File: config.mk
export PLATFORM = sky130hd
export DESIGN_NAME = hazard_ctrl
export DESIGN_NICKNAME = d
export VERILOG_FILES = /design/src/rtl/hazard_ctrl.sv
export SDC_FILE = /design/constraint.sdc
export NUM_CORES = 1
export LEC_CHECK = 0
export CORE_MARGIN = 5
export CORE_UTILIZATION = 45
export CTS_BUF_LIST = sky130_fd_sc_hd__clkbuf_4 sky130_fd_sc_hd__clkbuf_8 sky130_fd_sc_hd__clkbuf_16
export DETAILED_ROUTE_END_ITERATION = 12
export DONT_BUFFER_PORTS = 1
export GPL_ROUTABILITY_DRIVEN = 1
export PLACE_DENSITY = 0.68
export SYNTH_ARGS = -nofsm -noshare
export SYNTH_HDL_FRONTEND = slang
export SYNTH_SLANG_ARGS = --single-unit
File: constraint.sdc
create_clock -name clk -period 2.2 [get_ports clk]
set_input_delay 0.44 -clock clk [delete_from_list [all_inputs] [get_ports clk]]
set_output_delay 0.44 -clock clk [all_outputs]
set_load 0.005 [all_outputs]
File: src/rtl/hazard_ctrl.sv
// Fetch/decode/execute sequencing, operand forwarding and debug halt/step drain control.
// Optional performance counters are built only when HAZARD_PERF_CNT_EN is defined.
module hazard_ctrl #(
    parameter int DRAIN_DEPTH = 4,
    parameter int CNT_W       = 32
) (
    input  logic             clk,
    input  logic             rst_n,
    input  logic [4:0]       rs1_de,
    input  logic [4:0]       rs2_de,
    input  logic [4:0]       rs1_ex,
    input  logic [4:0]       rs2_ex,
    input  logic [4:0]       rd_ex,
    input  logic [4:0]       rd_me,
    input  logic [4:0]       rd_wb,
    input  logic             RUWr_ex,
    input  logic             RUWr_me,
    input  logic             RUWr_wb,
    input  logic [1:0]       RUDataWrSrc_ex,
    input  logic             NextPcSrc,
    input  logic             halt_req,
    input  logic             step_req,
    input  logic             resume_req,
    output logic             pc_en,
    output logic             de_en,
    output logic             de_flush,
    output logic             ex_flush,
    output logic [1:0]       fwdA_sel,
    output logic [1:0]       fwdB_sel,
    output logic             halted,
    output logic [CNT_W-1:0] stall_cnt,
    output logic [CNT_W-1:0] flush_cnt
);

    localparam logic [1:0] S_RUN    = 2'd0;
    localparam logic [1:0] S_DRAIN  = 2'd1;
    localparam logic [1:0] S_HALTED = 2'd2;
    localparam logic [1:0] S_STEP   = 2'd3;

    localparam logic [2:0] DCNT_INIT = 3'(DRAIN_DEPTH);

    logic [1:0] state, state_nxt;
    logic [2:0] dcnt, dcnt_nxt;
    logic       lu;

    // Memory stage holds the newest value, so it wins over writeback.
    function automatic logic [1:0] fwd_sel(input logic [4:0] rs,
                                           input logic [4:0] rdm, input logic wrm,
                                           input logic [4:0] rdw, input logic wrw);
        if (wrm && (rdm != 5'd0) && (rdm == rs))
            return 2'b01;
        else if (wrw && (rdw != 5'd0) && (rdw == rs))
            return 2'b10;
        else
            return 2'b00;
    endfunction

    assign lu = RUWr_ex && (RUDataWrSrc_ex == 2'b01) && (rd_ex != 5'd0) &&
                ((rd_ex == rs1_de) || (rd_ex == rs2_de));

    always_comb begin
        pc_en    = 1'b1;
        de_en    = 1'b1;
        de_flush = 1'b0;
        ex_flush = 1'b0;
        halted   = 1'b0;
        fwdA_sel = fwd_sel(rs1_ex, rd_me, RUWr_me, rd_wb, RUWr_wb);
        fwdB_sel = fwd_sel(rs2_ex, rd_me, RUWr_me, rd_wb, RUWr_wb);

        case (state)
            S_DRAIN: begin
                pc_en    = 1'b0;
                de_flush = 1'b1;
            end
            S_HALTED: begin
                pc_en    = 1'b0;
                de_flush = 1'b1;
                halted   = 1'b1;
            end
            default: ;
        endcase

        if (lu) begin
            pc_en    = 1'b0;
            de_en    = 1'b0;
            de_flush = 1'b0;
            ex_flush = 1'b1;
        end

        // A taken branch redirects the PC even while draining or halted; the new PC is the resume point.
        if (NextPcSrc) begin
            pc_en    = 1'b1;
            de_en    = 1'b1;
            de_flush = 1'b1;
            ex_flush = 1'b1;
        end

        if (!rst_n) begin
            pc_en    = 1'b0;
            de_en    = 1'b0;
            de_flush = 1'b1;
            ex_flush = 1'b1;
            halted   = 1'b0;
            fwdA_sel = 2'b00;
            fwdB_sel = 2'b00;
        end
    end

    always_comb begin
        state_nxt = state;
        dcnt_nxt  = dcnt;
        case (state)
            S_RUN: begin
                if (halt_req) begin
                    state_nxt = S_DRAIN;
                    dcnt_nxt  = DCNT_INIT;
                end
            end
            S_DRAIN: begin
                if (!lu) begin
                    dcnt_nxt = dcnt - 3'd1;
                    if (dcnt == 3'd1)
                        state_nxt = S_HALTED;
                end
            end
            S_HALTED: begin
                if (resume_req)
                    state_nxt = S_RUN;
                else if (step_req)
                    state_nxt = S_STEP;
            end
            default: begin
                // STEP lets exactly one instruction into decode, held back while lu stalls it.
                if (!lu) begin
                    state_nxt = S_DRAIN;
                    dcnt_nxt  = DCNT_INIT;
                end
            end
        endcase
    end

    always_ff @(posedge clk or negedge rst_n) begin
        if (!rst_n) begin
            state <= S_RUN;
            dcnt  <= 3'd0;
        end else begin
            state <= state_nxt;
            dcnt  <= dcnt_nxt;
        end
    end

`ifdef HAZARD_PERF_CNT_EN
    always_ff @(posedge clk or negedge rst_n) begin
        if (!rst_n) begin
            stall_cnt <= '0;
            flush_cnt <= '0;
        end else begin
            if (lu && !NextPcSrc)
                stall_cnt <= stall_cnt + 1'b1;
            if (NextPcSrc)
                flush_cnt <= flush_cnt + 1'b1;
        end
    end
`else
    assign stall_cnt = '0;
    assign flush_cnt = '0;
`endif

endmodule

After elaboration in Yosys (flattened, before gate mapping)

Cells that the tools add are included.

Add/subtract/negate cells: 1
$mul: 0
Divide/modulo/power cells: 0
$lt $le $gt $ge: 0
Reductions and logical operators: 17
Shift operators: 0
Mux-type cells: 33
Eq/ne operators: 16
Bitwise logic cells: 1

Operators by type and width:

| operator            | count |
|---|---|
| $eq 5x5->1          | 6 |
| $mux 2              | 12 |
| $mux 1              | 16 |
| $reduce_bool 5->1   | 3 |
| $logic_and 1x1->1   | 9 |
| $mux 3              | 3 |
| $pmux 3 s3          | 1 |
| $ne 2x2->1 const B  | 3 |
| $pmux 2 s3          | 1 |
| $reduce_and 5->1    | 1 |
| $eq 2x1->1 const B  | 2 |
| $reduce_and 4->1    | 1 |
| $eq 3x1->1 const B  | 1 |
| $ne 3x1->1 const B  | 1 |
| $ne 3x3->1 const B  | 1 |
| $sub 3x1->3 const B | 1 |
| $eq 2x2->1 const B  | 1 |
| $logic_not 2->1     | 1 |
| $ne 2x1->1 const B  | 1 |
| $reduce_or 2->1     | 1 |
| $logic_or 1x1->1    | 1 |
| $not 1->1           | 1 |

Memories kept: 0
Bits in latches: 0
Memory bits (writable): 0
Bits of input ports: 46
Register bits after elaboration: 5
Bits in read-only memories: 0

Depth between registers and ports, before layout

Depth in word-level cells: 7
Mapped depth: 7
Gate-level depth less buffers: 7

Worst setup path after synthesis

No wires, ideal clock.

Path kind: input port to output port
Start point: input port rd_ex[1]
End point: output port pc_en
Path buffers: 1
Stages on the path: 6
Path slack: 146 ps
Arrival: 1614 ps
Cells stage by stage: or4_4 > o2111ai_2 > or2_1 > buf_6 > nor2b_1 > o21a_1

Cells in the longest elaborated chain, start to end: 6
Elaborated cells between the ends (all ways): 9
Those cells by class: 2 x eq/ne; 3 x mux; 4 x reduce/logical

RTL lines:

| item                                                  | RTL line | text |
|---|---|---|
| start: declaration                                    | 13       | `input logic [4:0] rd_ex,` |
| $eq 5x5->1 or $reduce_bool 5->1 (tied branches)       | 59, 58   |  |
| $logic_or 1x1->1 or $logic_and 1x1->1 (tied branches) | 59, 58   |  |
| $logic_and 1x1->1 *                                   | 58       | `assign lu = RUWr_ex && (RUDataWrSrc_ex == 2'b01) && (rd_ex != 5'd0) &&` |
| $mux 1 *                                              | 83       | `if (lu) begin` |
| $mux 1 *                                              | 91       | `if (NextPcSrc) begin` |
| $mux 1 *                                              | 98       | `if (!rst_n) begin` |
| end: declaration                                      | 24       | `output logic pc_en,` |

Mark *: on every way between the ends. The rest lies on a longest branch, timed or not.

Worst setup path in the final report

Ends and elaborated chain as after synthesis.

==> metrics.log <==
[metrics] outcome: completed
[metrics] most common library cells after synthesis: 64 x buf_4, 24 x xor2_1, 6 x inv_1, 6 x nor2_1, 6 x xnor2_1
[metrics] first-pass GRT wire length: 3.69 mm
[metrics] Total Neg Setup Slack: 0 ps
[metrics] type of the setup path with the least slack: in -> out
[metrics] cell with the most instances after synthesis: buf_4
[metrics] final period utilization: 93.5%
[metrics] area of the mapped netlist: 1320 um^2
[metrics] main combinational cell family by area after synthesis: buffers and inverters
[metrics] number of distinct library cells after synthesis: 33
[metrics] IO Pins: 119
[metrics] number of max-capacitance violations reported: 0
[metrics] full die area: 4130 um^2
[metrics] global route overflow: 0
[metrics] Internal Power: 430 uW
[metrics] Area Overhead vs Synth: -12.6%
[metrics] post-route non-filler standard cell count: 201
[metrics] hold crit path type: in -> async
[metrics] layout cells sized above 1: 6.47%
[metrics] initial core utilization: 47.6%
[metrics] overall power of the completed layout: 743 uW
[metrics] switching power: 313 uW
[metrics] mean instance size in the synthesized netlist: 7.97 um^2
[metrics] area share of the largest cell type after synthesis: 36.3%
[metrics] setup fix buffers added after clock tree synthesis: 0
[metrics] Antenna diodes: 0
[metrics] pin count of the biggest net entering global routing: 10
[metrics] CTS Sinks: 5
[metrics] sum of net half-perimeters after detailed placement: 2.36 mm
[metrics] number of antenna-violating nets in the routed design: 0
[metrics] Clock Pin Slew Worst Setup and Hold Paths: 40 ps
[metrics] minimum clock period after layout: 2060 ps
[metrics] Post-Syn Instances: 166
[metrics] CP endpoint kind: output pin
[metrics] Critical Path Source Type: input pin
[metrics] leakage power figure: 0.587 nW
[metrics] utilization after layout: 41.6%
[metrics] DR vias: 888
[metrics] count of pins over their slew limit: 0
[metrics] Final Setup Violations: 0
[metrics] Post-Synth Simple-Gate Area: 15.0%
[metrics] largest fanout on the critical path: 5
[metrics] horizontal extent of the die: 64.2 um
[metrics] switch share: 42.2%
[metrics] Crit Reg-Reg Startpoint: state[0]
[metrics] post-synthesis async set-or-reset flop share: 100%
[metrics] total wire length: 2.59 mm
[metrics] number of rows in the core area: 19
[metrics] remaining design rule violation count: 0
[metrics] Synth Area in Compound Gates: 9.17%
[metrics] setup repair after global routing missed its margin: no
[metrics] net count of the finished layout: 222
[metrics] number of global-route vias before repair: 832
[metrics] Highest Clock Rate: 486 MHz
[metrics] initial drt markers: 14
[metrics] fraction of power consumed by combinational cells: 62.3%
[metrics] DR vias/cell: 4.42
[metrics] buffer depth of the longest clock path: 2
[metrics] mux contribution to synthesized area: 2.65%
[metrics] total count of hold-check failures in the final report: 0
[metrics] #FFs+latches synth: 5
[metrics] first-pass iteration count of the detailed router: 4
[metrics] overall global routing resource usage: 11.0%
[metrics] FF-to-FF End: dcnt[1]
[metrics] xor and xnor fraction of the mapped netlist area: 19.8%
[metrics] antenna violations before repair: 0
[metrics] number of buffers added by the clock tree synthesis step: 3
[metrics] CP required: 1760 ps
[metrics] Clock Latency Late Sink: 250 ps
[metrics] number of port buffers: 0
[metrics] RePlAce Congestion: 0.745
[metrics] H-tree Lvls: 1
[metrics] Cell Pwr Density: 642 nW/um^2
[metrics] proportion of synthesized chip area in sequential cells: 9.45%
[metrics] WL per Instance: 12.9 um
[metrics] power share of the clock group: 16.3%
[metrics] cell total after placement: 196
[metrics] top cells by area in the synthesized netlist: buf_4 36%, xor2_1 16%, dfrtp_1 9.5%, ha_1 4.7%, xnor2_1 4.0%
[metrics] Setup Skew: 0.624 ps
[metrics] number of enable-type register cells in the synthesized netlist: 0
[metrics] Primary FF master, synth: dfrtp_1
[metrics] r2r setup slk: 560 ps
[metrics] top cell type by total area after synthesis: buf_4
[metrics] adder and majority cell fraction of the synthesized area: 4.73%
[metrics] die height: 64.2 um
[metrics] clock tree from TritonCTS: yes
[metrics] CORE AREA: 2780 um^2
[metrics] register share of total power: 21.4%
[metrics] data arrival time at the worst-slack endpoint: 1620 ps
[metrics] path depth of the worst reg2reg path: 7
[metrics] maximum ir drop on the vdd rail: 0.476 mV
[metrics] Root Buffer: clkbuf_4
[metrics] warning count from the yosys run: 0
==> worst max path at each step <==
stage / from / end / slack (ps) / depth (start not counted)
floorplan: rd_ex[1] / pc_en / 150 / 6
global placement: rd_ex[1] / pc_en / 90 / 5
detailed placement: rd_me[1] / fwdB_sel[1] / 70 / 4
CTS: rd_ex[1] / pc_en / 70 / 5
global route: rd_me[1] / fwdA_sel[1] / 60 / 4
finish: rd_ex[1] / pc_en / 140 / 5
==> sequential cells by signal, summed over array words and instances (netlist names) <==
register,cells
state,2
dcnt,3
==> placed cells by master (no fill, tap or decap), drive strengths merged, types with 3 or more instances in the layout <==
cell type / synthesis / routed
and2: 3 / 3
clkbuf: 0 / 4
conb: 1 / 64
dfrtp: 5 / 5
ha: 5 / 5
inv: 6 / 6
nand2: 4 / 4
nand3: 3 / 3
nor2: 6 / 6
nor3: 3 / 3
nor4: 4 / 4
o21ai: 4 / 4
or4: 5 / 5
xnor2: 6 / 6
xor2: 24 / 24
==> power groups by stage <==
stage          combinational [mW]  clock [mW]  sequential [mW]
5_1_grt                     0.531       0.136            0.165
2_1_floorplan               0.480           0            0.154
4_1_cts                     0.468       0.130            0.159
3_3_place_gp                0.457           0            0.160
6_report                    0.463       0.121            0.159
3_5_place_dp                0.462           0            0.160
==> layer usage <==
metal  up-vias  global-route usage (%)  routed length [um]
li1        426                       -                   -
met3         5                    4.90                 411
met5         -                       0                   0
met1       392                    10.5                 751
met4         0                    6.11                  44
met2        65                    19.5                1380
==> per-stage QoR <==
stage	area [um^2]	setup WS, ps	hold WS, ps
after global placement	1110	93.4	145
after floorplan	1560	146	144
after detailed placement	1110	70.8	145
after global routing	1160	56.5	505
final	1160	143	502
after CTS	1150	69.9	497
==> final cells by class <==
| cell class | instances | area (um^2) |
|---|---|---|
| clock buffers | 4 | 30.0 |
| fillers | 291 | 1620 |
| inverters | 6 | 22.5 |
| multi-input cells | 153 | 923 |
| flip-flops and latches | 5 | 125 |
| well taps | 31 | 38.8 |
| repair buffers | 2 | 17.5 |
==> logic make-up (layout without fill, tap and decap cells) <==
group / Yosys count / in the layout
muxes: 3 / 3
other: 1 / 64
xor gates and xnor gates: 30 / 30
adders and majority gates: 5 / 5
AOI/OAI and AO/OA: 16 / 16
buffers and inverters: 71 / 12
DFF: 5 / 5
and+or+nand+nor: 35 / 35
==> what timing repair did <==
item,4_1_cts,5_1_grt
hold buffers,1,0
gates resized for setup,0,1
hold endpoints to repair,5,0
endpoints found under the setup margin,0,3
==> worst max-delay path, cell delays in order <==
cell and delay [ps]:
or4_4 520, o2111ai_2 220, or2_4 180, nor2b_1 130
o21a_1 140
(Power assumes the default switching activity.)
